## config.mk

```make
export PLATFORM = sky130hd
export DESIGN_NAME = sm3_msg_padder
export DESIGN_NICKNAME = d
export VERILOG_FILES = /design/src/rtl/sm3_pkg.sv /design/src/rtl/sm3_pad_byte_ins.sv /design/src/rtl/sm3_msg_padder.sv
export SDC_FILE = /design/constraint.sdc
export NUM_CORES = 1
export LEC_CHECK = 0
export CORE_MARGIN = 2
export CORE_UTILIZATION = 60
export DETAILED_ROUTE_END_ITERATION = 12
export PLACE_DENSITY_LB_ADDON = 0.25
export REMOVE_ABC_BUFFERS = 1
export SLEW_MARGIN = 40
export SYNTH_ARGS = -nofsm -noshare
export SYNTH_HDL_FRONTEND = slang
export SYNTH_SLANG_ARGS = --single-unit
export TNS_END_PERCENT = 50
```

## constraint.sdc

```tcl
create_clock -name clk -period 5.3 [get_ports clk]
set_input_delay 1.06 -clock clk [delete_from_list [all_inputs] [get_ports clk]]
set_output_delay 1.06 -clock clk [all_outputs]
set_load 0.005 [all_outputs]
```

## src/rtl/sm3_pkg.sv

```systemverilog
// Shared SM3 padding types and constants.
package sm3_pkg;
    typedef enum logic [1:0] {
        S_MSG  = 2'd0,
        S_P80  = 2'd1,
        S_ZERO = 2'd2,
        S_LEN  = 2'd3
    } pad_state_e;

    localparam int         SM3_BLK_BITS = 512;
    localparam int         SM3_LEN_BITS = 64;
    localparam logic [7:0] SM3_MARKER   = 8'h80;
endpackage

```

## src/rtl/sm3_pad_byte_ins.sv

```systemverilog
// Beat cleanup: zero invalid bytes, optionally drop the 0x80 marker into the
// first invalid byte, and count valid bytes.
module sm3_pad_byte_ins
    import sm3_pkg::*;
#(
    parameter int INPT_DW = 32
) (
    input  logic [INPT_DW-1:0]         d,
    input  logic [INPT_DW/8-1:0]       vld_byte,
    input  logic                       ins_en,
    output logic [INPT_DW-1:0]         d_pad,
    output logic [$clog2(INPT_DW/8):0] pop
);
    localparam int NB   = INPT_DW / 8;
    localparam int PC_W = $clog2(NB) + 1;

    always_comb begin
        pop = '0;
        for (int i = 0; i < NB; i++) pop = pop + PC_W'(vld_byte[i]);
        d_pad = '0;
        // byte i = 0 is the first byte on the wire; with a contiguous mask the
        // first free byte sits at index pop
        for (int i = 0; i < NB; i++) begin
            if (vld_byte[NB-1-i])
                d_pad[INPT_DW-1-8*i -: 8] = d[INPT_DW-1-8*i -: 8];
            else if (ins_en && (pop == PC_W'(i)))
                d_pad[INPT_DW-1-8*i -: 8] = SM3_MARKER;
        end
    end
endmodule

```

## src/rtl/sm3_msg_padder.sv

```systemverilog
// SM3 message padder: message beats in, padded 512-bit blocks out as words.
// Optional protocol checker enabled with SM3_PAD_ERR_EN.
module sm3_msg_padder
    import sm3_pkg::*;
#(
    parameter int INPT_DW = 32
) (
    input  logic                  clk,
    input  logic                  rst,
    input  logic [INPT_DW-1:0]    msg_inpt_d,
    input  logic [INPT_DW/8-1:0]  msg_inpt_vld_byte,
    input  logic                  msg_inpt_vld,
    input  logic                  msg_inpt_lst,
    output logic                  msg_inpt_rdy,
    output logic [INPT_DW-1:0]    pad_otpt_d,
    output logic                  pad_otpt_vld,
    input  logic                  pad_otpt_rdy,
    output logic                  pad_otpt_lst,
    output logic                  pad_otpt_msg_lst,
    output logic                  pad_err
);
    localparam int BLK_WORDS = SM3_BLK_BITS / INPT_DW;
    localparam int NB        = INPT_DW / 8;
    localparam int PC_W      = $clog2(NB) + 1;
    localparam int WCNT_W    = $clog2(BLK_WORDS);
    localparam int LEN_WORDS = SM3_LEN_BITS / INPT_DW;
    localparam int LEN_IDX   = BLK_WORDS - LEN_WORDS;

    pad_state_e          state, state_nxt, after_pad;
    logic [WCNT_W-1:0]   wcnt, wnext;
    logic [60:0]         bytecnt;
    logic [63:0]         len_bits;
    logic [INPT_DW-1:0]  len_word, beat_pad, load_d;
    logic [PC_W-1:0]     pop;
    logic                rdy_en, adv, acc, mask_full, load, load_mlst;
    logic [INPT_DW-1:0]  d_p0;
    logic                vld_p0, lst_p0, msg_lst_p0;

    sm3_pad_byte_ins #(.INPT_DW(INPT_DW)) u_byte_ins (
        .d        (msg_inpt_d),
        .vld_byte (msg_inpt_vld_byte),
        .ins_en   (msg_inpt_lst),
        .d_pad    (beat_pad),
        .pop      (pop)
    );

    assign adv          = !vld_p0 | pad_otpt_rdy;
    assign msg_inpt_rdy = rdy_en & (state == S_MSG) & adv;
    assign acc          = msg_inpt_vld & msg_inpt_rdy;
    assign mask_full    = &msg_inpt_vld_byte;
    assign wnext        = wcnt + WCNT_W'(1);
    // padding after the marker heads for the length slot, crossing a block if needed
    assign after_pad    = (wnext == WCNT_W'(LEN_IDX)) ? S_LEN : S_ZERO;
    assign len_bits     = {bytecnt, 3'b000};
    assign len_word     = (wcnt == WCNT_W'(BLK_WORDS-1)) ? len_bits[INPT_DW-1:0]
                                                         : len_bits[SM3_LEN_BITS-1 -: INPT_DW];

    always_comb begin
        state_nxt = state;
        load      = 1'b0;
        load_d    = '0;
        load_mlst = 1'b0;
        case (state)
            S_MSG: if (acc) begin
                load   = 1'b1;
                load_d = beat_pad;
                if (msg_inpt_lst) state_nxt = mask_full ? S_P80 : after_pad;
            end
            S_P80: if (adv) begin
                load      = 1'b1;
                load_d    = {SM3_MARKER, {(INPT_DW-8){1'b0}}};
                state_nxt = after_pad;
            end
            S_ZERO: if (adv) begin
                load      = 1'b1;
                state_nxt = after_pad;
            end
            S_LEN: if (adv) begin
                load   = 1'b1;
                load_d = len_word;
                if (wcnt == WCNT_W'(BLK_WORDS-1)) begin
                    load_mlst = 1'b1;
                    state_nxt = S_MSG;
                end
            end
            default: state_nxt = S_MSG;
        endcase
    end

    // output register stage
    always_ff @(posedge clk or posedge rst) begin
        if (rst) begin
            state      <= S_MSG;
            rdy_en     <= 1'b0;
            wcnt       <= '0;
            bytecnt    <= '0;
            d_p0       <= '0;
            vld_p0     <= 1'b0;
            lst_p0     <= 1'b0;
            msg_lst_p0 <= 1'b0;
        end else begin
            state  <= state_nxt;
            rdy_en <= 1'b1;
            if (load) begin
                d_p0       <= load_d;
                vld_p0     <= 1'b1;
                lst_p0     <= (wcnt == WCNT_W'(BLK_WORDS-1));
                msg_lst_p0 <= load_mlst;
                wcnt       <= wnext;
            end else if (pad_otpt_rdy) begin
                vld_p0     <= 1'b0;
                lst_p0     <= 1'b0;
                msg_lst_p0 <= 1'b0;
            end
            if (acc)            bytecnt <= bytecnt + 61'(pop);
            else if (load_mlst) bytecnt <= '0;
        end
    end

    assign pad_otpt_d       = d_p0;
    assign pad_otpt_vld     = vld_p0;
    assign pad_otpt_lst     = lst_p0;
    assign pad_otpt_msg_lst = msg_lst_p0;

`ifdef SM3_PAD_ERR_EN
    logic [NB-1:0] inv_mask;
    logic [61:0]   cnt_sum;
    logic          err_det, err_q;

    assign inv_mask = ~msg_inpt_vld_byte;
    assign cnt_sum  = {1'b0, bytecnt} + 62'(pop);
    // a legal mask inverted is a run of ones from the LSB, so adding one clears it
    assign err_det  = ((inv_mask & (inv_mask + NB'(1))) != '0)
                    | (!msg_inpt_lst & !mask_full)
                    | cnt_sum[61];

    always_ff @(posedge clk or posedge rst) begin
        if (rst)                err_q <= 1'b0;
        else if (acc & err_det) err_q <= 1'b1;
    end
    assign pad_err = err_q;
`else
    assign pad_err = 1'b0;
`endif
endmodule

```

Word-level counts from Yosys, hierarchy flattened

Index checks and enable logic that the tools add are counted.

$add $sub $neg: 5
Eq/ne operators: 13
Multiplexer cells: 33
Bitwise operators: 4
Reduce and logical (&&, ||, !) cells: 13

Operator list:

| operator              | count |
|---|---|
| $mux W32              | 4 |
| $mux W61              | 2 |
| $pmux W32 S3          | 1 |
| $mux W8               | 8 |
| $add A61 B3 Y61       | 1 |
| $mux W2               | 6 |
| $mux W1               | 10 |
| $eq A4 B4 Y1 const B  | 2 |
| $ne A2 B2 Y1 const B  | 4 |
| $add A3 B1 Y3         | 2 |
| $eq A3 B2 Y1 const B  | 2 |
| $pmux W2 S3           | 1 |
| $reduce_and A5 Y1     | 1 |
| $add A4 B1 Y4 const B | 1 |
| $eq A2 B2 Y1 const B  | 2 |
| $logic_and A1 B1 Y1   | 4 |
| $reduce_and A4 Y1     | 1 |
| $reduce_bool A2 Y1    | 2 |
| $and A1 B1 Y1         | 3 |
| $eq A3 B1 Y1 const B  | 1 |
| $logic_not A3 Y1      | 1 |
| $reduce_or A3 Y1      | 1 |
| $add A1 B1 Y2         | 1 |
| $eq A2 B1 Y1 const B  | 1 |
| 6 further kinds       | 6 |

Bits in registers: 103
Input bits: 41
Output and inout bits: 37
Word-level logic and storage cells: 76

Longest topological paths before layout

Gate-level depths: netlist of the first run.

Depth in word-level cells: 9
Mapped depth: 14
Depth with buffers taken out: 11

Cells and area by module

A second synthesis of the first run with hierarchy kept.

Cells, all modules: 621
Area, all modules: 5881.9 um2

Modules (own cells, without submodules):

| module           | instances | cells an instance | area each (um2) | seq. area each (um2) |
|---|---|---|---|---|
| sm3_msg_padder   | 1         | 578               | 5587.9          | 2577.5 |
| sm3_pad_byte_ins | 1         | 43                | 294.0           | 0.0 |

Worst setup path before layout of the first run

Ideal clock, no wire load.

Path type: input-to-reg
Start point: input port msg_inpt_vld_byte[0]
End point: register bytecnt[40]
Library setup time: 0.079 ns
Data arrival time: 3.643 ns
Data required time: 5.221 ns
Path slack: 1.578 ns
Cell stages on the path: 14
Path buffers: 3
Path through: ha_1 > inv_1 > fa_1 > inv_1 > ha_1 > fa_1 > a21o_1 > and2_1 > buf_4 > and3_1 > buf_2 > buf_4 > nand3_1 > mux2i_1

Longest elaborated chain between the ends: 5

Ends and longest elaborated chain:

| item                        | line                   | source |
|---|---|---|
| start: declaration          | sm3_msg_padder.sv:11   | `input logic [INPT_DW/8-1:0] msg_inpt_vld_byte,` |
| $add A1 B1 Y2               | sm3_pad_byte_ins.sv:19 | `for (int i = 0; i < NB; i++) pop = pop + PC_W'(vld_byte[i]);` |
| $add A3 B1 Y3 (2 in series) | sm3_pad_byte_ins.sv:19 |  |
| $add A61 B3 Y61             | sm3_msg_padder.sv:115  | `if (acc) bytecnt <= bytecnt + 61'(pop);` |
| $mux W61                    | sm3_msg_padder.sv:115  |  |
| end signal: assignment      | sm3_msg_padder.sv:115  |  |
| end: declaration            | sm3_msg_padder.sv:31   | `logic [60:0] bytecnt;` |

Every way passes these cells.
A chain may end at the register's enable or synchronous reset.

Worst setup path after layout of the first run

Start point: input port msg_inpt_vld_byte[1]
End point: register bytecnt[53]

The elaborated chain is that of the path after synthesis.

==> impl.org, run 1 <==
** Run status
- The flow ran to the end, and the final reports show no timing, DRC or antenna violations.

** Place
- The congestion estimate from routability-driven global placement came to 0.927.
- Port Buffer Count :: 76
- Timing analysis after detailed placement gives a worst setup slack of 0.639 ns.
- After legalization and detailed placement, the total HPWL measured 10.2 mm.

** Power and ir drop
- Summed over all nets, the switching power comes to 0.000657 W.
- Power share of the clock group :: 29.9%
- Leak pwr :: 2.76 nW
- Combinational logic is responsible for 25.0% of the overall power.
- In this run the power density over the cells is 293 mW/mm².
- Per report_power, the sequential group accounts for 45.1% of the total.
- In this run switching power makes up 32.8% of total power.
- Peak ir drop on the vdd network :: 0.000373 V
- Internal power comes to 0.00134 W.

** Clock network
- After clock tree synthesis, the clock-pin slew on the worst setup and hold paths is 0.10 ns.
- The longest clock path from root to sink contains 2 buffers.
- CTS built an H-tree with a depth of 3.
- Buffers inserted during post-CTS setup optimization :: 0
- After clock tree synthesis, the repair step resized 0 gates.
- Buffers inserted to repair hold after CTS numbered 0.
- Root cell of the clock tree :: clkbuf_8
- Counting every sink on the clock net gives 103.
- Clock latency on the worst-skew pair, taken at its later pin, is 0.36 ns.
- TritonCTS clock tree :: built
- Buffers inserted during clock tree synthesis total 9.

** Global routing
- For met1 alone, demand over resource in global routing was 42.1%.
- The number of global-route vias before repair came to 4821.
- Met2 layer usage reported by global route :: 47.4%
- Summed over all layers, the global routing overflow is 0.
- For this run, the total global-route usage over all layers was measured as 29.6%.
- Global-route wire length before repair :: 24.1 mm
- Antenna violations before repair :: 0
- Entering global routing, the biggest net connects 75 pins.
- Global-route track usage on met3 :: 5.75%
- Most Used Layer, Global Route :: met2

** Cells and area
- Area Overhead vs Synth :: 18.8%
- Leaving out fill and tap cells, the most frequent cell in the layout is nand2_1.
- The library cells used most frequently in the layout, excluding fill and tap cells, are 144 x nand2_1, 103 x dfrtp_1, 76 x clkdlybuf4s50_1.
- Number of nets in the final layout :: 766
- Filler Cell Count :: 709
- Count of inserted antenna diode cells :: 0
- Fraction of layout instances using a drive strength above 1 :: 6.15%

** Critical path
- The critical path in this run is classified as in2reg.
- Data arrives at the worst endpoint at 4.67 ns.
- STA classifies the critical path startpoint as an input port.
- At the worst endpoint, the required time is 5.59 ns.
- Of all nets on the critical path, the largest fanout is 16.
- Nature of the critical path endpoint :: flop

** Detailed routing
- In the routed design, unresolved DRC markers number 0.
- For this block, the via count after detailed routing is 5235.
- Detailed Routing Iterations Pass 1 :: 5
- In this run the remaining antenna-violating nets after routing total 0.
- Dividing the detail-routed wire length by the instance count gives 17.5 µm.
- Wire length reported by the detailed router :: 14.8 mm
- Per-cell via count in the routed design :: 6.20
- Number of DRC markers after the initial detailed-route iteration :: 454

** Yosys
- Synthesized instance count :: 652
- Count of state elements after synthesis :: 103
- In this run the cell area of the synthesized design comes to 0.00574 mm².
- After synthesis, flip-flops and latches occupy 44.9% of the total area.
- Post-synth EDFFs :: 0
- Among all flip-flop cells after synthesis, the most frequent one is dfrtp_1.
- In the synthesized netlist the async set-or-reset flop fraction comes to 100%.
- Average footprint of a synthesized cell :: 8.80 µm²
- Synth cell types :: 52
- During synthesis, Yosys emitted a total of 0 warnings.

** Timing
- Final number of max-transition violations :: 0
- Adding up every negative setup slack in the final design gives 0 ns.
- After layout, the worst setup slack is 0.923 ns.
- The final count of hold timing violations came to 0.
- For this run, the top clock speed supported by timing is 228 MHz.
- Final count of negative-setup-slack endpoints :: 0
- The clock period could shrink to 4.38 ns.
- The clock arrives with 0.00566 ns of skew.
- For the pin with the worst max-slew slack, the measured transition is 0.717 ns.
- Worst slew margin relative to its limit :: 52.0%
- Setup repair after global routing left no endpoint under its margin.
- After layout, the worst path uses 82.6% of the clock period.

** Floorplanning
- Placement row count :: 35
- Once the floorplan was initialized, standard cells occupied 62.1% of the core.
- Floorplan Core Area :: 0.00924 mm²
- Full die area :: 0.0104 mm²
- Width of the die :: 102 µm
- I/O Pins :: 78
- Measured along the y axis, the die boundary spans 102 µm.

** Job
- Across the run, the number of max-cap violations was 0.

** Min path
- The worst hold path belongs to the class reg2reg.
## power groups by stage
stage | Sequential (W) | Clock (W) | Combinational, W
after global routing | 0.000914 | 0.000633 | 0.000551
after floorplan | 0.000903 | 0 | 0.000306
after detailed placement | 0.000918 | 0 | 0.000495
after CTS | 0.000902 | 0.000602 | 0.000499
final | 0.000903 | 0.000598 | 0.000500
after global placement | 0.000912 | 0 | 0.000481
## area by class of cell
cell class	count	area, µm²	area share (%)
clock buffers	10	138	2.02
clock inverters	6	108	1.58
inverters	20	80.1	1.17
multi-input cells	492	2930	42.9
flip-flops and latches	103	2580	37.8
well taps	129	161	2.37
repair buffers	85	828	12.1
## path summary, 6_finish.rpt
path,startpoint,to,slack [ns],cells past startpoint
setup / recovery,msg_inpt_vld_byte[1],bytecnt[53]$_DFFE_PP0P_,0.92,12
hold / removal,pad_otpt_d[12]$_DFFE_PP0P_,pad_otpt_d[12]$_DFFE_PP0P_,0.48,2
min in group asynchronous,rst,pad_otpt_d[11]$_DFFE_PP0P_,1.18,2
setup reg to reg,state[1]$_DFFE_PP0P_,pad_otpt_d[11]$_DFFE_PP0P_,2.53,7
max in group asynchronous,rst,bytecnt[8]$_DFFE_PP0P_,3.23,3
hold reg to reg,pad_otpt_d[12]$_DFFE_PP0P_,pad_otpt_d[12]$_DFFE_PP0P_,0.48,2
## logic make-up (layout without fill, tap and decap cells)
| family | count (synthesis) | after routing | synth area share (%) |
|---|---|---|---|
| simple gates | 275 | 275 | 23.3 |
| compound gates | 163 | 163 | 17.5 |
| flops | 103 | 103 | 44.9 |
| buf+inv | 57 | 121 | 4.29 |
| mux | 32 | 32 | 5.60 |
| fa+ha+maj | 14 | 14 | 3.31 |
| xor+xnor | 6 | 6 | 0.915 |
| other cells | 2 | 2 | 0.131 |
## worst max-delay path, stage by stage
cell and delay (ns):
clkdlybuf4s50_1 0.46, ha_1 0.29, inv_1 0.04, fa_1 0.35, inv_1 0.06, ha_1 0.29
ha_1 0.31, nand3_1 0.11, a2111oi_4 0.60, nand4_2 0.47, nor3b_1 0.41, mux2i_1 0.23
## sequential cells by signal (all words and copies together) (netlist names)
| signal | cells |
|---|---|
| pad_otpt_d | 32 |
| pad_otpt_vld | 1 |
| bytecnt | 61 |
| rdy_en | 1 |
| wcnt | 4 |
| pad_otpt_lst | 1 |
| pad_otpt_msg_lst | 1 |
| state | 2 |
## through the flow
step                      power (W)  hold WS, ns  util (%)  std cells  instance area, µm²
final                       0.00200        0.485      73.8        845                6820
after global routing        0.00210        0.510      73.8        845                6820
after CTS                   0.00200        0.490      73.8        845                6820
after detailed placement    0.00141        0.469      71.1        829                6570
after global placement      0.00139        0.462      71.1        829                6570
after floorplan             0.00121        0.445         -        615                5570
## synthesized netlist by cell type (8+ instances only)
cell type | number | area share, %
nand2_1 | 144 | 9.4
dfrtp_1 | 103 | 45
a21oi_1 | 51 | 4.4
o21ai_0 | 44 | 3.8
mux2i_1 | 31 | 5.4
nand3_1 | 31 | 2.7
nand4_1 | 26 | 2.8
nor2_1 | 22 | 1.4
o31ai_1 | 22 | 2.9
o211ai_1 | 21 | 2.7
inv_1 | 20 | 1.3
clkbuf_1 | 19 | 1.2
ha_1 | 12 | 2.6
buf_2 | 10 | 0.87
a31oi_1 | 8 | 0.87
and3_1 | 8 | 0.87
## layer usage
layer  share of wire, %  vias to the layer above
li1                   -                     2459
met1                 43                     2528
met2                 48                      227
met3                7.3                       21
met4                1.8                        0
met5                  0                        -
Note: power is estimated with default switching activity, not from simulation.
==> run 2: changes to the inputs <==
--- a/config.mk
+++ b/config.mk
@@ -6,7 +6,7 @@
 export NUM_CORES = 1
 export LEC_CHECK = 0
 export CORE_MARGIN = 2
-export CORE_UTILIZATION = 60
+export CORE_UTILIZATION = 50
 export DETAILED_ROUTE_END_ITERATION = 12
 export PLACE_DENSITY_LB_ADDON = 0.25
 export REMOVE_ABC_BUFFERS = 1
==> constraint.sdc (replaced) <==
create_clock -name clk -period 3.8 [get_ports clk]
set_input_delay 0.76 -clock clk [delete_from_list [all_inputs] [get_ports clk]]
set_output_delay 0.76 -clock clk [all_outputs]
set_load 0.005 [all_outputs]
==> impl.org, run 2 (synthesis gave the netlist of run 1 again) <==
** Cells and area
- Register containing the most flip-flops in the final layout :: bytecnt
- The flip-flop count of the largest register after layout was 61 (unchanged).
- Filler Cell Count :: 982 (+39%)
- The number of antenna diodes was 0 (unchanged).
- The area used by sequential logic in the layout was 0.00258 mm² (unchanged).
- Compared with the post-synthesis result, the final layout area differs by 23.6%.
- Commonest cells after routing, fill and taps aside :: 144 x nand2_1, 103 x dfrtp_1, 76 x clkdlybuf4s50_1
- Number of cells in the finished layout apart from fillers :: 881 (+4.3%)
- Fraction of layout instances using a drive strength above 1 :: 9.21% (+3.1 points)
- Number of nets in the final layout :: 788 (+2.9%)
- Final core utilization :: 62.7% (-11 points)
- Multi-input gate area :: 0.00294 mm² (+0.43%)
- Most common library cell in the layout ignoring fill and taps :: nand2_1

** Timing
- The final-layout worst hold slack was 0.483 ns (-0.00183 ns).
- Dividing the final minimum period by the clock period gives 97.6%.
- Transition at the pin with the smallest max-transition slack :: 0.713 ns (-0.00383 ns)
- Clk_skew :: 0.00699 ns (+0.00133 ns)
- Time the final worst path needs with I/O delays and setup :: 3.71 ns
- The number of max-slew violations in the final report was 0 (unchanged).
- Setup repair after global routing could not meet its margin everywhere.
- Maximum frequency from static timing analysis :: 270 MHz
- Worst slew margin relative to its limit :: 52.2% (+0.17 points)
- The setup violation total in the final timing report came to 0 (unchanged).
- The final count of hold timing violations was 0 (unchanged).
- The smallest setup slack after layout came to 0.0902 ns (-0.833 ns).

** Critical path
- Critical path required time :: 4.08 ns (-1.51 ns)
- The slowest stage of the critical path belongs to the cell a2111oi_4.
- Buffers & Inverters on Critical Path :: 4 (+1)
- Type of the worst setup path :: in2reg
- Crit-path max cell delay :: 0.51 ns (-0.09 ns)
- Crit-path max FO :: 11 (-5)
- The signal on the critical path passes through clkdlybuf4s50_1 > ha_1 > inv_1 > fa_1 > inv_1 > ha_1 > ha_1 > nand3_1 > a2111oi_4 > nand4_1 > buf_4 > nor3_2 > mux2i_1.
- The arrival time at the worst endpoint is 3.99 ns (-0.68 ns).
- Broken down by cell family, the worst path's largest delay share belongs to adder cells.
- Counting stages on the worst path, the most repeated cell is ha_1.
- Nature of the critical path endpoint :: flop
- Startpoint type of the worst setup path :: input port

** Power and ir drop
- Part of the power in combinational logic :: 26.0% (+1.0 points)
- The maximum resistive drop on vdd was 0.000494 V (+33%).
- The proportion of total power due to net switching came to 33.2% (+0.34 points).
- The total leakage power was 2.90 nW (+5.1%).
- Power share of the clock group :: 31.5% (+1.6 points)
- Net Switching :: 0.000985 W (+50%)
- Sequential share of power :: 42.5% (-2.6 points)
- Overall power of the completed layout :: 0.00297 W (+48%)
- The internal power contribution is 0.00198 W (+48%).
- The total power density per cell area is 419 mW/mm² (+43%).

** Floorplanning
- I/O Pins :: 78 (unchanged)
- Placement row count :: 39 (+11%)
- The overall die height came to 111 µm (+9.2%).
- Width of the die :: 111 µm (+9.2%)
- The area enclosed by the die boundary is 0.0124 mm² (+19%).
- Floorplan Core Area :: 0.0113 mm² (+23%)
- Initial cell density of the core :: 50.7% (-11 points)

** Place
- Post-Place Worst Slack :: -0.253 ns (-0.892 ns)
- Port Buffer Count :: 76 (unchanged)
- The post-DP HPWL came to 11.5 mm (+12%).
- The final weighted congestion of routability-driven global placement is 0.879 (-5.2%).
- The number of cells in the design after placement was 865 (+4.3%).

** Clock network
- CTS max path bufs :: 2 (unchanged)
- Clock transition at the register clock pins on the worst setup and hold paths after CTS :: 0.07 ns (-0.03 ns)
- # resized after CTS :: 0 (unchanged)
- CTS placed an instance of clkbuf_16 at the clock tree root.
- Cts hold-fix bufs :: 0 (unchanged)
- Number of levels the H-tree was split into :: 3 (unchanged)
- The insertion delay of the later-clocked pin in the worst-skew pair was 0.36 ns (about the same).
- CTS buffer count :: 9 (unchanged)
- The buffers inserted during post-CTS setup optimization was 0 (unchanged).
- The count of clock tree sinks is 103 (unchanged).
- TritonCTS clock tree :: built

** Global routing
- Overall track demand over capacity in global routing :: 26.4% (-3.2 points)
- The wire length of the first global-routing pass was 26.2 mm (+8.9%).
- The number of global-route vias before repair came to 5175 (+7.3%).
- The number of antenna violations at the first check in global routing is 0 (unchanged).
- The largest net degree at the start of global routing was 55 (-27%).
- The total grt overflow was 0 (unchanged).

** Detailed routing
- Wire length reported by the detailed router :: 15.9 mm (+7.8%)
- The routed via count divided by cell count is 6.00 (-3.2%).
- The iteration count of the initial detailed-routing pass was 5 (unchanged).
- The residual antenna-violating net count after detailed routing is 0 (unchanged).
- The total number of vias was 5285 (+0.96%).
- The average detailed-routed wire length per instance was 18.1 µm (+3.4%).
- Number of DRC markers after the initial detailed-route iteration :: 494 (+8.8%)
- Remaining routing DRC violations :: 0 (unchanged)

** Job
- The number of max-capacitance violations reported was 0 (unchanged).

** Run status
- The flow ran to the end, and the final reports show no timing, DRC or antenna violations.

** Min path
- Class of the tightest hold or removal check :: reg2reg
[run 2: cell count changes in the layout (fill, tap and decap cells not counted), moves of 2 or more]
cell | previous run | this run
buf_4 | 9 | 28
nand3_2 | 0 | 2
clkbuf_8 | 10 | 0
clkbuf_16 | 0 | 9
nand3_1 | 31 | 29
buf_12 | 0 | 2
bufinv_16 | 3 | 1
[run 2: through the flow]
stage	TNS [ns]	instance area, µm²
CTS	0	7070
global route	-0.0406	7090
floorplan	0	5570
global placement	-3.05	6780
detailed placement	-5.59	6780
finish	0	7090
[run 2: power by group through the flow]
stage / combinational (W) / sequential, W / clock [W]
floorplan: 0.000427 / 0.00126 / 0
global placement: 0.000740 / 0.00127 / 0
detailed placement: 0.000763 / 0.00128 / 0
CTS: 0.000769 / 0.00126 / 0.000949
global route: 0.000852 / 0.00128 / 0.000995
finish: 0.000772 / 0.00126 / 0.000936
[run 2: worst reg2reg max path: stages (launching register included)]
cell      delay, ns
dfrtp_1        0.40
inv_1          0.13
ha_1           0.27
nand2_1        0.18
or3_1          0.51
o21ai_0        0.29
nand2b_1       0.41
buf_12         0.28
o21ai_0        0.21
[run 2: routing by layer]
metal  routed length [µm]  part of all wire [%]  vias up  GRT usage (%)
met1                 7100                    45     2578           37.3
li1                     -                     -     2498              -
met3                  944                   5.9       28           4.59
met4                  326                   2.0        0           9.22
met2                 7560                    47      181           41.4
met5                    0                     0        -              0
[run 2: cell type report]
| cell class | instances | share of cell area [%] |
|---|---|---|
| multi-input combinational | 492 | 41.4 |
| sequential | 103 | 36.3 |
| timing repair buffer | 107 | 14.4 |
| clock buffer | 9 | 3.18 |
| tap | 143 | 2.52 |
| inverter | 20 | 1.09 |
| clock inverter | 7 | 1.02 |
[run 2: path summary, 6_finish.rpt]
path | start | to | slack (ns) | depth (start not counted)
worst max-delay path | msg_inpt_vld_byte[1] | bytecnt[55]$_DFFE_PP0P_ | 0.09 | 13
worst min-delay path | pad_otpt_d[20]$_DFFE_PP0P_ | pad_otpt_d[20]$_DFFE_PP0P_ | 0.48 | 2
worst max register to register | state[1]$_DFFE_PP0P_ | pad_otpt_d[12]$_DFFE_PP0P_ | 1.02 | 8
worst min register to register | pad_otpt_d[20]$_DFFE_PP0P_ | pad_otpt_d[20]$_DFFE_PP0P_ | 0.48 | 2
max in group asynchronous | rst | pad_otpt_d[19]$_DFFE_PP0P_ | 2.22 | 3
min in group asynchronous | rst | pad_otpt_d[14]$_DFFE_PP0P_ | 0.86 | 2
